===== config.mk =====
export PLATFORM = sky130hd
export DESIGN_NAME = if_stage
export DESIGN_NICKNAME = d
export VERILOG_FILES = /design/src/rtl/riscv_pipe_pkg.sv /design/src/rtl/if_next_pc_mux.sv /design/src/rtl/if_stage.sv
export SDC_FILE = /design/constraint.sdc
export NUM_CORES = 1
export LEC_CHECK = 0
export BUFFER_PORTS_ARGS = -buffer_cell sky130_fd_sc_hd__buf_2
export CORE_UTILIZATION = 49
export CTS_CLUSTER_DIAMETER = 120
export DETAILED_ROUTE_END_ITERATION = 8
export GPL_ROUTABILITY_DRIVEN = 0
export GPL_TIMING_DRIVEN = 0
export MAX_ROUTING_LAYER = met4
export PLACE_DENSITY_LB_ADDON = 0.15
export SETUP_SLACK_MARGIN = 0.1
export SLEW_MARGIN = 10
export SYNTH_ARGS = -nofsm -noshare
export SYNTH_HDL_FRONTEND = slang
export SYNTH_SLANG_ARGS = --single-unit

===== constraint.sdc =====
create_clock -name clk -period 4.2 [get_ports clk]
set_clock_uncertainty 0.05 [all_clocks]
set_input_delay 0.84 -clock clk [delete_from_list [all_inputs] [get_ports clk]]
set_output_delay 0.84 -clock clk [all_outputs]
set_load 0.01 [all_outputs]

===== src/rtl/riscv_pipe_pkg.sv =====
// Shared pipeline types and constants for the fetch/decode front end.
package riscv_pipe_pkg;

  localparam int PC_W    = 15;
  localparam int INSTR_W = 32;
  localparam logic [INSTR_W-1:0] NOP_INSTR = 32'h00000013;

  typedef enum logic [1:0] {
    BOOT = 2'd0,
    RUN  = 2'd1,
    HALT = 2'd2
  } fetch_state_t;

endpackage


===== src/rtl/if_next_pc_mux.sv =====
// Priority select of the next PC plus IF/ID load/bubble/hold and counter enables.
module if_next_pc_mux
  import riscv_pipe_pkg::*;
#(
  parameter int PC_W = riscv_pipe_pkg::PC_W
) (
  input  fetch_state_t    state,
  input  logic [PC_W-1:0] pc,
  input  logic            stall,
  input  logic            jal,
  input  logic [PC_W-1:0] jal_target,
  input  logic            redirect,
  input  logic [PC_W-1:0] redirect_target,
  output logic [PC_W-1:0] pc_nxt,
  output logic            load,
  output logic            bubble,
  output logic            accept,
  output logic            stall_count
);

  localparam logic [PC_W-1:0] ALIGN_MASK = ~PC_W'(3);

  always_comb begin
    pc_nxt = pc;
    load   = 1'b0;
    bubble = 1'b0;
    accept = 1'b0;
    if (redirect) begin
      pc_nxt = redirect_target & ALIGN_MASK;
      bubble = 1'b1;
      accept = 1'b1;
    end else if (state != RUN) begin
      bubble = 1'b1;
    end else if (stall) begin
      // Hold everything; a pending JAL stays asserted and is taken once the stall lifts.
      pc_nxt = pc;
    end else if (jal) begin
      pc_nxt = jal_target & ALIGN_MASK;
      bubble = 1'b1;
      accept = 1'b1;
    end else begin
      pc_nxt = pc + PC_W'(4);
      load   = 1'b1;
    end
  end

  assign stall_count = (state == RUN) && stall && !redirect;

endmodule


===== src/rtl/if_stage.sv =====
// Instruction fetch stage: PC, fetch FSM, IF/ID register and performance counters.
module if_stage
  import riscv_pipe_pkg::*;
#(
  parameter int              PC_W     = riscv_pipe_pkg::PC_W,
  parameter logic [PC_W-1:0] RESET_PC = '0,
  parameter int              CNT_W    = 16
) (
  input  logic               clk,
  input  logic               reset_n,
  input  logic               stall_IF,
  input  logic               halt_req,
  input  logic               jal_redirect_ID,
  input  logic [PC_W-1:0]    jal_target_ID,
  input  logic               redirect_EXE,
  input  logic [PC_W-1:0]    redirect_target_EXE,
  output logic [PC_W-3:0]    imem_addr,
  input  logic [INSTR_W-1:0] imem_rdata,
  output logic [INSTR_W-1:0] instr_ID,
  output logic [PC_W-1:0]    pc_ID,
  output logic               valid_ID,
  output logic               flush_ID_EXE,
  output logic [CNT_W-1:0]   stall_cnt,
  output logic [CNT_W-1:0]   flush_cnt
);

  fetch_state_t    state;
  logic [PC_W-1:0] pc;
  logic [PC_W-1:0] pc_nxt;
  logic            redirect;
  logic            load;
  logic            bubble;
  logic            accept;
  logic            stall_count;

  // reset_n is active-high; while it is asserted no redirect may steer the ROM address.
  assign redirect     = redirect_EXE & ~reset_n;
  assign flush_ID_EXE = redirect;
  assign imem_addr    = pc_nxt[PC_W-1:2];

  if_next_pc_mux #(.PC_W(PC_W)) u_mux (
    .state           (state),
    .pc              (pc),
    .stall           (stall_IF),
    .jal             (jal_redirect_ID),
    .jal_target      (jal_target_ID),
    .redirect        (redirect),
    .redirect_target (redirect_target_EXE),
    .pc_nxt          (pc_nxt),
    .load            (load),
    .bubble          (bubble),
    .accept          (accept),
    .stall_count     (stall_count)
  );

  always_ff @(posedge clk or posedge reset_n) begin
    if (reset_n) begin
      state     <= BOOT;
      pc        <= RESET_PC;
      instr_ID  <= NOP_INSTR;
      pc_ID     <= '0;
      valid_ID  <= 1'b0;
      stall_cnt <= '0;
      flush_cnt <= '0;
    end else begin
      pc <= pc_nxt;

      case (state)
        BOOT:    state <= RUN;
        RUN:     if (halt_req && !stall_IF && !redirect) state <= HALT;
        HALT:    if (redirect) state <= RUN;
        default: state <= BOOT;
      endcase

      if (bubble) begin
        instr_ID <= NOP_INSTR;
        valid_ID <= 1'b0;
      end else if (load) begin
        instr_ID <= imem_rdata;
        pc_ID    <= pc;
        valid_ID <= 1'b1;
      end

      if (stall_count && (stall_cnt != '1)) stall_cnt <= stall_cnt + CNT_W'(1);
      if (accept && (flush_cnt != '1))      flush_cnt <= flush_cnt + CNT_W'(1);
    end
  end

endmodule


* After elaboration in Yosys (flattened, before gate mapping)
Cells that the tools add are included.
** Word-level totals
- Bits in registers :: 97
- Bits of input ports :: 68
- Output and inout bits :: 94
** Cells by class
- Add/subtract/negate cells :: 3
- Equal/unequal tests :: 9
- Mux-type cells :: 21
- Bitwise operators :: 3
- Reductions and logical operators :: 13
** Operators with widths (count)
- two-way mux 32 bit :: 2
- two-way mux 15 bit :: 4
- adder 16 x 1 -> 16 bit (second input constant) :: 2
- != test 16 bit (second input constant) :: 2
- adder 15 x 3 -> 15 bit (second input constant) :: 1
- two-way mux 1 bit :: 12
- != test 2 x 1 -> 1 bit (second input constant) :: 4
- logical AND 1 bit :: 6
- case mux 2 bit (3 select lines) :: 1
- AND reduction 2 bit :: 3
- two-way mux 2 bit :: 2
- equality test 2 x 1 -> 1 bit (second input constant) :: 1
- equality test 2 bit (second input constant) :: 1
- zero test 1 bit :: 2
- zero test 2 bit :: 1
- != test 2 bit (second input constant) :: 1
- inverter 1 bit :: 2
- nonzero test 2 bit :: 1
- AND 1 bit :: 1

* Longest topological paths before layout
- Word-level depth :: 6
- Mapped depth :: 7
- Gate-level depth less buffers :: 5

* Hierarchy
A second synthesis with hierarchy kept.
** Second synthesis, totals
- Cell total of the unflattened synthesis :: 416
- Area total of the unflattened synthesis :: 4576.9 um^2
** By module, submodules not included
- if_stage :: times used 1, cells each 310, area an instance 3923.8 um^2, seq. area each 2431.1 um^2
- if_next_pc_mux :: times used 1, cells each 106, area an instance 653.1 um^2, seq. area each 0.0 um^2

* Least setup slack after synthesis
Ideal clock, no wire load.
- Kind :: input to output
- From :: in stall_IF
- To :: out imem_addr[8]
- Data arrival time :: 2.209 ns
- Slack :: 1.101 ns
- Stages on the path :: 5
- Buffers on the path :: 1
- Path through :: or3b_1 buf_2 or4_1 a21o_1 a41oi_2
** Between the ends
- Word-level cells in the longest chain between the ends :: 3
** RTL lines
- start: declaration :: line if_stage.sv:11 : input logic stall_IF,
- two-way mux 15 bit :: line if_next_pc_mux.sv:34 : end else if (stall) begin
- two-way mux 15 bit :: line if_next_pc_mux.sv:32 : end else if (state != RUN) begin
- two-way mux 15 bit :: line if_next_pc_mux.sv:28 : if (redirect) begin
- end: declaration :: line if_stage.sv:17 : output logic [PC_W-3:0] imem_addr,
No other way between the ends. The select of a mux whose other input is x is not followed.

* Final worst setup path
- From :: in reset_n
- To :: out imem_addr[6]
** Between the ends
- Word-level cells in the longest chain between the ends :: 3
** RTL lines
- start: declaration :: line if_stage.sv:10 : input logic reset_n,
- inverter 1 bit :: line if_stage.sv:37 : assign redirect = redirect_EXE & ~reset_n;
- AND 1 bit :: line if_stage.sv:37
- two-way mux 15 bit :: line if_next_pc_mux.sv:28
No other way between the ends.

==> summary.log <==
[run_status] result of the run completed
[cts] Root Buffer sky130_fd_sc_hd__clkbuf_8
[synth] number of warnings printed during yosys synthesis 0
[synth] part of the Yosys area used for sequential elements 0.5414
[cts] Resize count post-CTS 0
[sta] maximum clock frequency 277.6 MHz
[global_routing] GR Util All Layers 0.2401
[die] Horiz. Die Dim 95.74 µm
[cts] Post CTS Setup Buffer Count 0
[worst_setup_path] CP Cell Sequence buf_2 > nand2b_1 > buf_2 > inv_1 > buf_2 > buf_1 > a21oi_1 > a21oi_1 > buf_2
[route] Total Routed Length 10.75 mm
[die] effective utilization at floorplan 0.5162
[sta] setup repair after global routing missed its margin no
[worst_setup_path] number of buffers and inverters on the critical path 6
[worst_setup_path] capture point of the worst reg-to-reg path pc_ID[12]$_DFFE_PP0P_
[layout] number of antenna repair diodes 0
[global_routing] GR Util met3 0.03239
[global_routing] antenna violations before repair 0
[cts] Worst-Skew Late Latency 0.35 ns
[power_and_ir_drop] power per cell area 470.1 mW/mm²
[cts] buffer depth of the longest clock path 2
[hold_path] path type of the worst min-delay path in -> async
[synth] Area contributors post-synth sky130_fd_sc_hd__dfrtp_1 (52%), sky130_fd_sc_hd__a22o_1 (5.9%), sky130_fd_sc_hd__xor2_1 (4.7%)
[global_routing] global routing usage on met2 0.3649
[worst_setup_path] worst-path maximum fanout 10
[die] area of the die 0.009165 mm²
[power_and_ir_drop] peak ir drop on the vdd network 266.1 µV
[worst_setup_path] signal arrival time at the worst endpoint 2.71 ns
[worst_setup_path] worst flop-to-flop path startpoint state[1]$_DFFE_PP0P_
[die] vertical die dimension 95.74 µm
[power_and_ir_drop] leak pwr 0.002748 µW
[global_routing] highest-utilization routing layer at the global route stage met2
[placed_design] Placement Cell Area 0.005241 mm²
[layout] fill cell count 676
[cts] TritonCTS clock tree yes
[layout] Post-layout nets 621
[route] vias post-DR 3714
[synth] async set-reset flop share out of synthesis 1.000
[sta] hold violation count in the final report 0
[global_routing] via count of the first global-routing pass 3381
[synth] prevailing post-synth register cell sky130_fd_sc_hd__dfrtp_1
[cts] number of buffers added to fix hold violations after cts 0
[die] Ports 162
[die] placeable core region 0.008341 mm²
[sta] total count of max-transition violations in the final report 0
[synth] EDFF count, synth 0
[global_routing] global-route wire length before repair 16.28 mm
[global_routing] gr ovfl total 0
[worst_setup_path] endpoint kind of the worst setup timing path output port
[worst_setup_path] Register-to-Register Path Depth 5
[worst_setup_path] Crit path top cell by count sky130_fd_sc_hd__buf_2
[flow_run] Max Cap Viol 0
[synth] cell count after synthesis 383
[route] DRC Markers 0
[synth] distinct cell type count after synthesis 55
[placed_design] Port Buffers 154
[global_routing] Global Route met1 Usage 0.3356
[placed_design] detailed placer's ending HPWL 7.772 mm
[sta] slew at the pin closest to its max-slew limit 0.5658 ns
[worst_setup_path] cell type of the slowest stage on the worst timing path sky130_fd_sc_hd__buf_1
[route] drt via density 5.627
[route] DRT antenna net count 0
[sta] Total Neg Setup Slack 0 ns
[cts] number of levels in the clock H-tree 3
[synth] synthesized area per cell 11.24 µm²
[route] total iterations of the first detailed-routing run 5
[layout] fraction of final layout cells sized beyond drive strength 1 0.3748
[cts] clock buffer count from CTS 9
[sta] Tcrit/Tclk final 0.8578
[route] post-DR wirelength/cell 16.28 µm
[cts] CTS sink count 93
[sta] clock period minus final worst setup slack 3.603 ns
[layout] relative area change from synthesis to final layout 26.88%
[worst_setup_path] required time of the critical path 3.31 ns
[die] number of rows in the core area 33
[worst_setup_path] worst reg-to-reg setup slack 2.03 ns
[worst_setup_path] family with the most delay on the worst path buffers and inverters
[layout] commonest non-fill, non-tap cell in the layout sky130_fd_sc_hd__buf_2
[route] 1st-iter DRT viols 171
[worst_setup_path] delay of the slowest critical-path stage 0.40 ns
[sta] setup violation total in the final timing report 0
[synth] top cell type's share of synthesized area 0.5231
[layout] commonest non-fill, non-tap cells in the layout sky130_fd_sc_hd__buf_2 (162), sky130_fd_sc_hd__dfrtp_1 (90), sky130_fd_sc_hd__a22o_1 (29)
[cts] CTS clock-pin slew for the worst setup and hold paths 0.09 ns
[sta] worst relative slew slack 0.6200
[worst_setup_path] type of the setup path with the least slack in -> out
[layout] area of all placed cells without fillers 0.005463 mm²
[synth] library cell with the largest summed area after synthesis sky130_fd_sc_hd__dfrtp_1
[synth] synthesized flop and latch total 93
[worst_setup_path] startpoint class of the critical path input pin
[global_routing] maximum number of pins on one net before global-route repair 68
[synth] synthesized cell area 0.004305 mm²
## state kept, by name, indices dropped and copies added (netlist names)
| register | count |
|---|---|
| pc | 13 |
| flush_cnt | 16 |
| stall_cnt | 16 |
| instr_ID | 32 |
| valid_ID | 1 |
| pc_ID | 13 |
| state | 2 |
## layout make-up
| cell class | count | area, µm² | share of cell area |
|---|---|---|---|
| buffer | 21 | 96.34 | 0.01764 |
| clock buffer | 10 | 127.6 | 0.02336 |
| clock inverter | 6 | 93.84 | 0.01718 |
| inverter | 6 | 25.02 | 0.004581 |
| multi-input combinational | 264 | 1859 | 0.3404 |
| sequential | 93 | 2331 | 0.4267 |
| tap | 105 | 131.4 | 0.02405 |
| timing repair buffer | 155 | 798.3 | 0.1461 |
## layer usage
layer	wire length (µm)	part of all wire
met1	4952	0.46
met2	5011	0.47
met5	0	0
met4	133	0.012
met3	650	0.060
## per-stage QoR
| stage | hold slack (ns) | setup WS, ns | std cells | power (µW) | util |
|---|---|---|---|---|---|
| after global placement | 0.4102 | -0.1485 | 643 | 1896 | 0.6248 |
| after CTS | 0.4288 | 0.6360 | 660 | 2587 | 0.6550 |
| after floorplan | 0.4652 | 0.8947 | 384 | 1615 | - |
| final | 0.4264 | 0.5972 | 660 | 2568 | 0.6550 |
| after global routing | 0.4337 | 0.4767 | 660 | 2718 | 0.6550 |
| after detailed placement | 0.4128 | 0.6641 | 644 | 1920 | 0.6284 |
## power by group
part,switching [µW],internal (µW),total [µW],leakage (µW)
registers,167,1060,1230,0.00118
logic,360,312,672,0.00146
clock network,325,341,667,0.000107
## cells in the mapped netlist (9+ instances only)
library cell,number
sky130_fd_sc_hd__a22o_1,29
sky130_fd_sc_hd__clkbuf_1,9
sky130_fd_sc_hd__nand4_1,10
sky130_fd_sc_hd__mux2_2,17
sky130_fd_sc_hd__nor3_1,12
sky130_fd_sc_hd__xor2_1,23
sky130_fd_sc_hd__a21oi_1,11
sky130_fd_sc_hd__nor2_1,24
sky130_fd_sc_hd__nand2_1,25
sky130_fd_sc_hd__nand3_1,14
sky130_fd_sc_hd__dfrtp_1,90
sky130_fd_sc_hd__nor4_1,11
sky130_fd_sc_hd__o21ai_0,11
## kinds of logic (layout without fill, tap and decap cells)
logic type / after synthesis / after routing / synth area share
AO/OA/AOI/OAI: 83 / 83 / 0.1462
XOR/XNOR: 30 / 30 / 0.06103
adder cells (fa/ha/maj): 3 / 3 / 0.008719
buffers and inverters: 27 / 198 / 0.02761
flip-flops: 93 / 93 / 0.5414
multiplexers: 18 / 18 / 0.04679
other: 1 / 2 / 0.0008710
AND/OR/NAND/NOR: 128 / 128 / 0.1674
## worst max path at each step
stage,cells past startpoint,end,slack (ns),start
after floorplan,1,flush_cnt[0]$_DFFE_PP0P_,0.89,reset_n
final,9,imem_addr[6],0.60,reset_n
after detailed placement,9,imem_addr[6],0.66,reset_n
after global placement,2,pc_ID[11]$_DFFE_PP0P_,-0.15,reset_n
after CTS,9,imem_addr[6],0.64,reset_n
after global routing,9,imem_addr[6],0.48,reset_n
Note: power is estimated with default switching activity, not from simulation.
